$ cat src/rtl/hierIncludeB_package.sv
// Shared types and constants for the hierIncludeB arbiters.
package hierIncludeB_package;

    localparam int BY_NUM_REQ   = 4;
    localparam int BY_BURST_MAX = 4;

    typedef enum logic {
        IDLE  = 1'b0,
        GRANT = 1'b1
    } by_arb_state_t;

    typedef logic [$clog2(BY_NUM_REQ)-1:0] by_src_id_t;

endpackage

$ cat src/rtl/rr_pick.sv
// Rotate-priority encoder: first set bit of req at or above ptr, with wrap.
module rr_pick #(
    parameter int N  = 4,
    parameter int IW = $clog2(N)
) (
    input  logic [N-1:0]  req,
    input  logic [IW-1:0] ptr,
    output logic          found,
    output logic [IW-1:0] idx
);

    // Scan N positions starting at ptr; first hit wins.
    always_comb begin
        int j;
        j     = 0;
        found = 1'b0;
        idx   = '0;
        for (int i = 0; i < N; i++) begin
            j = int'(ptr) + i;
            if (j >= N) j = j - N;
            if (!found && req[j]) begin
                found = 1'b1;
                idx   = IW'(j);
            end
        end
    end

endmodule

$ cat src/rtl/by_req_arbiter.sv
// Round-robin burst arbiter feeding blockBY's x port through one output register.
module by_req_arbiter
    import hierIncludeB_package::*;
#(
    parameter int NUM_REQ   = BY_NUM_REQ,
    parameter int DATA_W    = 32,
    parameter int BURST_MAX = BY_BURST_MAX,
    parameter int ID_W      = $clog2(NUM_REQ)
) (
    input  logic                      clk,
    input  logic                      rst,
    input  logic [NUM_REQ-1:0]        req_vld,
    input  logic [NUM_REQ*DATA_W-1:0] req_data,
    output logic [NUM_REQ-1:0]        req_rdy,
    output logic                      out_vld,
    output logic [DATA_W-1:0]         out_data,
    output logic [ID_W-1:0]           out_id,
    input  logic                      out_rdy,
    output logic                      busy
);

    // The burst counter is 4 bits wide.
    if (BURST_MAX < 1 || BURST_MAX > 15) begin : g_burst_range
        $error("by_req_arbiter: BURST_MAX must be within 1..15");
    end

    by_arb_state_t   state, state_nx;
    logic [ID_W-1:0] g, g_nx, ptr, ptr_nx, pick, gnt;
    logic [3:0]      cnt, cnt_nx;
    logic            load, found, gnt_ok, xfer;

    // Successor index, wrapping for non-power-of-two requester counts.
    function automatic logic [ID_W-1:0] next_id(input logic [ID_W-1:0] v);
        return (int'(v) == NUM_REQ - 1) ? '0 : v + 1'b1;
    endfunction

    rr_pick #(.N(NUM_REQ), .IW(ID_W)) u_pick (
        .req   (req_vld),
        .ptr   (ptr),
        .found (found),
        .idx   (pick)
    );

    // Grant selection: held grant in GRANT, fresh pick in IDLE so switching costs no bubble.
    always_comb begin
        load    = !out_vld || out_rdy;
        gnt     = (state == GRANT) ? g : pick;
        gnt_ok  = (state == GRANT) || found;
        req_rdy = '0;
        if (!rst && load && gnt_ok) req_rdy[gnt] = req_vld[gnt];
        xfer    = |(req_vld & req_rdy);
    end

    // Next-state: pick/hold grant, count beats, release on burst limit or idle requester.
    always_comb begin
        state_nx = state;
        g_nx     = g;
        ptr_nx   = ptr;
        cnt_nx   = cnt;
        case (state)
            IDLE: begin
                if (found) begin
                    g_nx = pick;
                    if (xfer && BURST_MAX == 1) begin
                        ptr_nx = next_id(pick);
                        cnt_nx = '0;
                    end else begin
                        state_nx = GRANT;
                        cnt_nx   = xfer ? 4'd1 : 4'd0;
                    end
                end
            end
            GRANT: begin
                if (load) begin
                    if (!req_vld[g] || (xfer && int'(cnt) + 1 == BURST_MAX)) begin
                        state_nx = IDLE;
                        ptr_nx   = next_id(g);
                        cnt_nx   = '0;
                    end else if (xfer) begin
                        cnt_nx = cnt + 4'd1;
                    end
                end
            end
            default: state_nx = IDLE;
        endcase
    end

    // Arbitration state register.
    always_ff @(posedge clk) begin
        if (rst) begin
            state <= IDLE;
            g     <= '0;
            ptr   <= '0;
            cnt   <= '0;
        end else begin
            state <= state_nx;
            g     <= g_nx;
            ptr   <= ptr_nx;
            cnt   <= cnt_nx;
        end
    end

    // Output stage: load on transfer, hold under backpressure, clear when drained.
    always_ff @(posedge clk) begin
        if (rst) begin
            out_vld  <= 1'b0;
            out_data <= '0;
            out_id   <= '0;
        end else if (xfer) begin
            out_vld  <= 1'b1;
            out_data <= req_data[gnt*DATA_W +: DATA_W];
            out_id   <= gnt;
        end else if (out_rdy) begin
            out_vld  <= 1'b0;
        end
    end

    assign busy = (state == GRANT);

endmodule

$ cat config.mk
export PLATFORM = sky130hd
export DESIGN_NAME = by_req_arbiter
export DESIGN_NICKNAME = d
export VERILOG_FILES = /design/src/rtl/hierIncludeB_package.sv /design/src/rtl/rr_pick.sv /design/src/rtl/by_req_arbiter.sv
export SDC_FILE = /design/constraint.sdc
export NUM_CORES = 1
export LEC_CHECK = 0
export ABC_CLOCK_PERIOD_IN_PS = 4100
export CELL_PAD_IN_SITES_DETAIL_PLACEMENT = 1
export CELL_PAD_IN_SITES_GLOBAL_PLACEMENT = 2
export CORE_MARGIN = 2
export CORE_UTILIZATION = 24
export CTS_CLUSTER_SIZE = 24
export DETAILED_ROUTE_END_ITERATION = 10
export PLACE_DENSITY = 0.95
export SLEW_MARGIN = 10
export SYNTH_ARGS = -nofsm -noshare
export SYNTH_HDL_FRONTEND = slang
export SYNTH_SLANG_ARGS = --single-unit
$ cat constraint.sdc
create_clock -name clk -period 4.1 [get_ports clk]
set_input_delay 0.41 -clock clk [delete_from_list [all_inputs] [get_ports clk]]
set_output_delay 0.41 -clock clk [all_outputs]
set_load 0.005 [all_outputs]
Word level (Yosys, flattened, before mapping). Index checks and enable logic that the tools add are counted.

Register bits after elaboration: 44. Bits of input ports: 135. Output and inout bits: 40. Word-level logic and storage cells: 103.

$add $sub $neg: 10. $lt $le $gt $ge: 11. Equality and inequality tests: 5. Shift operators: 1. Muxes and demuxes: 45. Bitwise gates (word level): 3. Reductions and logical operators: 21.

Operators by type and width (number): $lt A32 B4 Y1 const B (4); $mux W32 (4); $shiftx A128 B8 Y32 (1); $ge A32 B4 Y1 const B (3); $sub A32 B4 Y32 const B (3); $mux W1 (21); $mux W4 (5); $bmux W1 S2 (6); $mux W2 (6); $and A4 B4 Y4 (2); $pmux W4 S2 (1); $logic_and A1 B1 Y1 (7); $add A2 B2 Y3 const B (2); $logic_not A1 Y1 (6); $lt A2 B3 Y1 const B (2); $reduce_and A3 Y1 (2); $add A4 B1 Y5 const B (1); $eq A5 B3 Y1 const B (1); $add A4 B1 Y4 const B (1); $reduce_or A4 Y1 (1); $sub A2 B3 Y4 const B (1); $add A2 B1 Y3 const B (1); $ge A2 B3 Y1 const B (1); $logic_or A1 B1 Y1 (3); 11 further kinds (11).

Depth between registers and ports, before layout. Gate-level depths: netlist of run 1.

Word-level depth: 29. Mapped depth: 8. Mapped depth without buffers: 7.

Cells and area by module. From an unflattened synthesis of run 1, not the netlist that was laid out.

Cell total of the unflattened synthesis: 464. Area, all modules: 2917.8 um2.

Modules (own cells, without submodules): by_req_arbiter (instances 1, cells an instance 449, area an instance 2840.2 um2, sequential area each 880.8 um2); rr_pick (instances 1, cells an instance 15, area an instance 77.6 um2, sequential area each 0.0 um2).

Worst setup path after synthesis of run 1. OpenSTA, ideal clock, no wires.

Kind: input port to output port. From: in req_vld[1]. To: out req_rdy[1]. Data arrival time: 1577 ps. Data required time: 3690 ps. Path slack: 2113 ps. Stages on the path: 7. Path buffers: 1. Cells stage by stage: inv_1 a221o_1 a211o_1 nand2_4 buf_6 nand2_1 nor2_1.

Cells in the longest elaborated chain, start to end: 20. Elaborated cells on any way between the ends: 38. Those cells by class: order compare: 2; mux: 26; bitwise: 1; reduce/logical: 9.

RTL lines: start, declared (RTL line by_req_arbiter.sv:12) `input logic [NUM_REQ-1:0] req_vld,`; $bmux W1 S2 (RTL line rr_pick.sv:21) `if (!found && req[j]) begin`; $mux W1 (not written as such) (2 in a row) (RTL line rr_pick.sv:21); $mux W1 (RTL line rr_pick.sv:21); $logic_not A1 Y1 (RTL line rr_pick.sv:21); $logic_and A1 B1 Y1 (RTL line rr_pick.sv:21); $mux W1 (RTL line rr_pick.sv:21); $logic_not A1 Y1 (RTL line rr_pick.sv:21); $logic_and A1 B1 Y1 (RTL line rr_pick.sv:21); [... 3 more ...]; $mux W2 (RTL line rr_pick.sv:21); $mux W2 (RTL line by_req_arbiter.sv:47) `gnt = (state == GRANT) ? g : pick;`; $lt A2 B3 Y1 (not written as such) or $ge A2 B1 Y1 (tied branches) (RTL line by_req_arbiter.sv:50) `if (!rst && load && gnt_ok) req_rdy[gnt] = req_vld[gnt];`; $logic_and A1 B1 Y1 (not written as such) (RTL line by_req_arbiter.sv:50); $mux W1 (not written as such) (RTL line by_req_arbiter.sv:50); $demux W1 S2 (RTL line by_req_arbiter.sv:50); $and A4 B4 Y4 (no line); $mux W4 (*) (RTL line by_req_arbiter.sv:50); end, declared (RTL line by_req_arbiter.sv:14) `output logic [NUM_REQ-1:0] req_rdy,`.

Mark *: on every way between the ends. The rest lies on a longest branch, timed or not. The select of a mux whose other input is x is not followed.

Worst setup path in the final report of run 1.
From: reg state (netlist: busy). To: out req_rdy[2].

Cells in the longest elaborated chain, start to end: 7. Elaborated cells on any way between the ends: 12. Those cells by class: order compare: 2; mux: 6; bitwise: 1; reduce/logical: 3.

RTL lines: start, declared (RTL line by_req_arbiter.sv:27) `by_arb_state_t state, state_nx;`; start signal, assigned (RTL line by_req_arbiter.sv:96) `state <= state_nx;`; $mux W2 (RTL line by_req_arbiter.sv:47); $lt A2 B3 Y1 (not written as such) or $ge A2 B1 Y1 (tied branches) (RTL line by_req_arbiter.sv:50); $logic_and A1 B1 Y1 (not written as such) (RTL line by_req_arbiter.sv:50); $mux W1 (not written as such) (RTL line by_req_arbiter.sv:50); $demux W1 S2 (RTL line by_req_arbiter.sv:50); $and A4 B4 Y4 (no line); $mux W4 (*) (RTL line by_req_arbiter.sv:50).

Marks and branches as above.

==> results of run 1 <==
## flip-flops by register name, indices dropped and copies added (netlist names)
name	count
g	2
out_vld	1
ptr	2
cnt	4
out_id	2
busy	1
out_data	32
## metal layers
metal,share of wire,vias up,track usage
met5,0,-,0
met4,0.024,0,0.0632
met3,0.061,18,0.0396
met2,0.51,109,0.303
met1,0.40,1657,0.190
li1,-,1591,-
## worst max path at each step
stage | slack [ns] | cells after the start | start | end
after global routing | 0.67 | 5 | busy | req_rdy[2]
after global placement | 1.12 | 5 | busy | req_rdy[2]
after detailed placement | 1.07 | 8 | req_vld[0] | out_data[19]
after floorplan | 2.11 | 7 | req_vld[1] | req_rdy[1]
after CTS | 0.81 | 5 | busy | req_rdy[2]
final | 0.85 | 5 | busy | req_rdy[2]
## through the flow
step                      instance area, um^2   util  instances
after floorplan                          3250      -        324
after global placement                   5030  0.380        650
after detailed placement                 5030  0.380        650
after CTS                                5160  0.390        657
after global routing                     5160  0.390        657
final                                    5160  0.390        658
## cell usage after synthesis, drive strengths merged (2+ instances only)
master	number	share of area
a2111oi	64	0.27
dfxtp	44	0.27
nor2	42	0.048
and3	32	0.062
mux2i	32	0.099
buf	20	0.067
clkbuf	12	0.014
a21oi	10	0.019
nand2	10	0.016
o21ai	10	0.017
inv	9	0.010
nand3	4	0.0062
nor2b	4	0.0077
ha	3	0.012
a211o	2	0.0081
a221oi	2	0.0073
a31oi	2	0.0038
nand2b	2	0.0038
nor3	2	0.0031
o22ai	2	0.0038
## cell families after synthesis
kind of cell,Yosys count
AO/OA/AOI/OAI,101
XOR/XNOR,1
adder cells (fa/ha/maj),3
buffers and inverters,41
flip-flops,44
multiplexers,33
AND/OR/NAND/NOR,101
## where the power goes
group	leakage [uW]	internal, uW	switching [uW]
Sequential	0.000363	474	33.2
Combinational	0.00131	321	269
Clock	0.0000667	222	178
## worst max-delay path, stage by stage, from the launching register on
cell and delay [ns]:
dfxtp_1 0.66, nand2_1 0.60, buf_4 0.40, and2_1 0.18, nor3_1 0.17, clkdlybuf4s50_1 0.53
## cell type report
cell class	count	share of cell area
multi-input combinational	239	0.403
timing repair buffer	182	0.350
sequential	44	0.171
tap	176	0.0427
clock buffer	6	0.0250
inverter	9	0.00654
clock inverter	1	0.000969
antenna	1	0.000485
==> flow_summary.json, run 1 <==
{
  "post_cts_buffers": 0,
  "port_buffers": 174,
  "grt_pass1_vias": 3660,
  "die_area_um2": 14500,
  "h-tree-depth": 2,
  "grt_overflow": 0,
  "layout_common_cells": "clkdlybuf4s50_1 (173), a2111oi_2 (50), dfxtp_1 (44)",
  "fin_skew_ns": 0.00704,
  "ys.flop_type": "dfxtp_1",
  "async_flop_share": 0,
  "ctsResizeCount": 0,
  "synth-seq-cells": 44,
  "outcome": "finished, final reports clean",
  "hold_path_end": "out_id[0]",
  "wl_um": 12700,
  "wl_per_cell_um": 19.3,
  "synth_nets": 462,
  "ctsRootBufferMaster": "clkbuf_16",
  "layout-drive-gt1-share": 0.158,
  "drtAntennaViolNets": 0,
  "synthAdderAreaFrac": 0.0115,
  "power_density_nw_per_um2": 290,
  "cts_hold_buf": 0,
  "clock-sinks": 44,
  "routabilityCongestion": 0.758,
  "setup_tns_ns": 0,
  "p_leak_uw": 0.00174,
  "synth_simple_gate_area_frac": 0.160,
  "clock.fmax_ghz": 0.308,
  "ys_warn_count": 0,
  "synth_compound_area_frac": 0.358,
  "multi_input_area_um2": 2080,
  "crit_path_max_fanout": 19,
  "hold_class": "register to register",
  "die_y_um": 120,
  "ys_seq_area_frac": 0.271,
  "synth.distinct_cells": 48,
  "drt_iter0_drc": 175,
  "area_growth_syn_to_layout_pct": 58.8,
  "avgSynthCellArea_um2": 10.0,
  "mostFrequentLayoutCell": "clkdlybuf4s50_1",
  "dr.pass1.iters": 4,
  "setup_slack_ns": 0.854,
  "hold_start": "out_id[0]",
  "grt_first_pass_wirelength_um": 19200,
  "netlist_area_um2": 3250,
  "cts_tree": "built",
  "arrival_ns": 2.84,
  "max-slew-margin-rel": 0.497,
  "fin_nets": 619,
  "report.final.slew_viol_count": 0,
  "tightest_slew_ns": 0.754,
  "antenna_found_initial": 1,
  "seq_area_um2": 881,
  "coreArea_um2": 13200,
  "startpoint_type": "register",
  "criticalPathCategory": "register to primary output",
  "final.fill_count": 1510,
  "whs_ns": 0.515,
  "pre_cts_ws_ns": 1.07,
  "final-hold-violation-count": 0,
  "fin_total_pwr_uw": 1500,
  "num_vias": 3375,
  "fin_crit_sh": 0.792,
  "synth_xor_area_frac": 0.00269,
  "die_x_um": 120,
  "synth-edff-count": 0,
  "clock_path_buffers": 2,
  "r2r_setup_slack_ns": 1.38,
  "r2r_end": "out_data[27]",
  "via_per_inst": 5.13,
  "worstHoldPathCells": 2,
  "dp.final_hpwl_um": 9320,
  "ir_drop_v": 0.000133,
  "drv_cap": 0,
  "start_util": 0.246,
  "grt_max_degree": 58,
  "period_needed_ns": 3.25,
  "synthCells": 324,
  "clk_latency_ns": 0.29,
  "clkSlewWorstSetupHoldPaths_ns": 0.07,
  "synth_top_family_by_area": "compound AO/OA/AOI/OAI gates",
  "rows": 42,
  "crit_required_ns": 3.69,
  "rsz0062_at_grt": "false",
  "drcViolationCount": 0,
  "numCtsBuffers": 5,
  "reg2regPathDepth": 5,
  "cp-end-kind": "primary output",
  "grt_usage": 0.168,
  "reg2reg_from": "busy",
  "ios": 175,
  "finalSetupViolCount": 0,
  "synthMuxAreaShare": 0.105
}
Note: power is estimated with default switching activity, not from simulation.
==> inputs of run 2 (changes only) <==
ABC_CLOCK_PERIOD_IN_PS = 3100   (was 4100)
CORE_UTILIZATION = 22   (was 24)
PLACE_DENSITY = 0.9   (was 0.95)
clock period = 3.1 ns   (was 4.1 ns; I/O delays follow)
==> flow_summary.json, run 2 (same netlist as run 1, synthesis figures left out) <==
{
  "outcome": "finished, final reports clean",
  "hold_class": "register to register",
  "clkSlewWorstSetupHoldPaths_ns": 0.06,
  "clock.fmax_ghz": 0.346,
  "power_density_nw_per_um2": 378,
  "cts_hold_buf": 0,
  "cp-end-kind": "primary output",
  "dp.final_hpwl_um": 9430,
  "drtAntennaViolNets": 0,
  "ctsRootBufferMaster": "clkbuf_16",
  "antenna_found_initial": 0,
  "tightest_slew_ns": 0.816,
  "area_growth_syn_to_layout_pct": 60.3,
  "max-slew-margin-rel": 0.455,
  "h-tree-depth": 2,
  "drv_cap": 0,
  "fin_crit_sh": 0.933,
  "port_buffers": 174,
  "wl_per_cell_um": 18.6,
  "reg.largest.list": "out_data: 32 flops, cnt: 4 flops",
  "grt_first_pass_wirelength_um": 19800,
  "crit_required_ns": 2.79,
  "crit_path_max_fanout": 7,
  "die_x_um": 126,
  "dr.pass1.iters": 4,
  "p_leak_uw": 0.00176,
  "antennaDiodeCount": 0,
  "die_y_um": 126,
  "layout-drive-gt1-share": 0.165,
  "numCtsBuffers": 5,
  "crit_chain": "clkdlybuf4s50_1 -> inv_1 -> a221o_1 -> a211o_1 -> nand2_4 -> nand2_1 -> nor2_1 -> clkdlybuf4s50_1",
  "ir_drop_v": 0.000175,
  "drt_iter0_drc": 78,
  "arrival_ns": 2.58,
  "grt_max_degree": 48,
  "drcViolationCount": 0,
  "rsz0062_at_grt": "false",
  "largest-register": "out_data",
  "finalSetupViolCount": 0,
  "via_per_inst": 5.00,
  "mostFrequentLayoutCell": "clkdlybuf4s50_1",
  "grt_overflow": 0,
  "wl_um": 12400,
  "die_area_um2": 15800,
  "fin_skew_ns": 0.00385,
  "cts_tree": "built",
  "ctsResizeCount": 0,
  "routabilityCongestion": 0.744,
  "final-hold-violation-count": 0,
  "ios": 175,
  "rows": 44,
  "criticalPathCategory": "input pin to primary output",
  "final.fill_count": 1667,
  "max_stage_delay_ns": 0.55,
  "whs_ns": 0.505,
  "largest_reg_flops": 32,
  "coreArea_um2": 14500,
  "num_vias": 3346,
  "fin_nets": 623,
  "clk_latency_ns": 0.28,
  "report.final.slew_viol_count": 0,
  "post_cts_buffers": 0,
  "layout_common_cells": "clkdlybuf4s50_1 (173), a2111oi_2 (50), dfxtp_1 (44)",
  "grt_usage": 0.154,
  "grt_pass1_vias": 3644,
  "startpoint_type": "input pin",
  "setup_tns_ns": 0,
  "clock-sinks": 44,
  "clock_path_buffers": 2,
  "period_needed_ns": 2.89,
  "start_util": 0.225,
  "cp_common_cell": "clkdlybuf4s50_1",
  "setup_slack_ns": 0.209,
  "cpMaxStageDelayCell": "clkdlybuf4s50_1",
  "pre_cts_ws_ns": 0.127
}
[run 2: power by group]
part | leakage, uW | switching [uW] | internal [uW] | total, uW
Combinational | 0.00133 | 359 | 431 | 790
Clock | 0.0000667 | 218 | 293 | 511
Sequential | 0.000363 | 40.2 | 627 | 667
[run 2: through the flow]
| step | utilization | total power, uW | std cells | area [um^2] |
|---|---|---|---|---|
| 2_1_floorplan | - | 1110 | 324 | 3250 |
| 6_report | 0.360 | 1970 | 669 | 5210 |
| 3_5_place_dp | 0.351 | 1480 | 662 | 5080 |
| 3_3_place_gp | 0.351 | 1460 | 662 | 5080 |
| 5_1_grt | 0.360 | 2090 | 669 | 5210 |
| 4_1_cts | 0.360 | 2000 | 669 | 5210 |
[run 2: critical path: cells and delay by family]
kind | cells | cell delay [ns]
buffers and inverters | 3 | 1.15
AOI/OAI and AO/OA | 2 | 0.77
and+or+nand+nor | 3 | 0.34
[run 2: layout make-up]
class / instances / area [um^2] / area share
clock buffers: 6 / 129 / 0.0247
clock inverters: 1 / 5.00 / 0.000960
inverters: 9 / 33.8 / 0.00648
well taps: 184 / 230 / 0.0442
multi-input cells: 239 / 2080 / 0.399
repair buffers: 186 / 1850 / 0.355
flip-flops and latches: 44 / 881 / 0.169
[run 2: per-layer routing]
metal / vias to the layer above / global-route usage / share of wire
met5: - / 0 / 0
met4: 0 / 0.0399 / 0.015
met3: 13 / 0.0278 / 0.053
met2: 106 / 0.285 / 0.53
met1: 1625 / 0.182 / 0.41
li1: 1602 / - / -
[run 2: path summary, 6_finish.rpt]
kind | start | to | slack, ns | cells after the start
max | req_vld[1] | req_rdy[3] | 0.21 | 8
min | out_id[0] | out_id[0] | 0.51 | 2
max reg2reg | ptr[0] | out_data[30] | 0.67 | 6
min reg2reg | out_id[0] | out_id[0] | 0.51 | 2
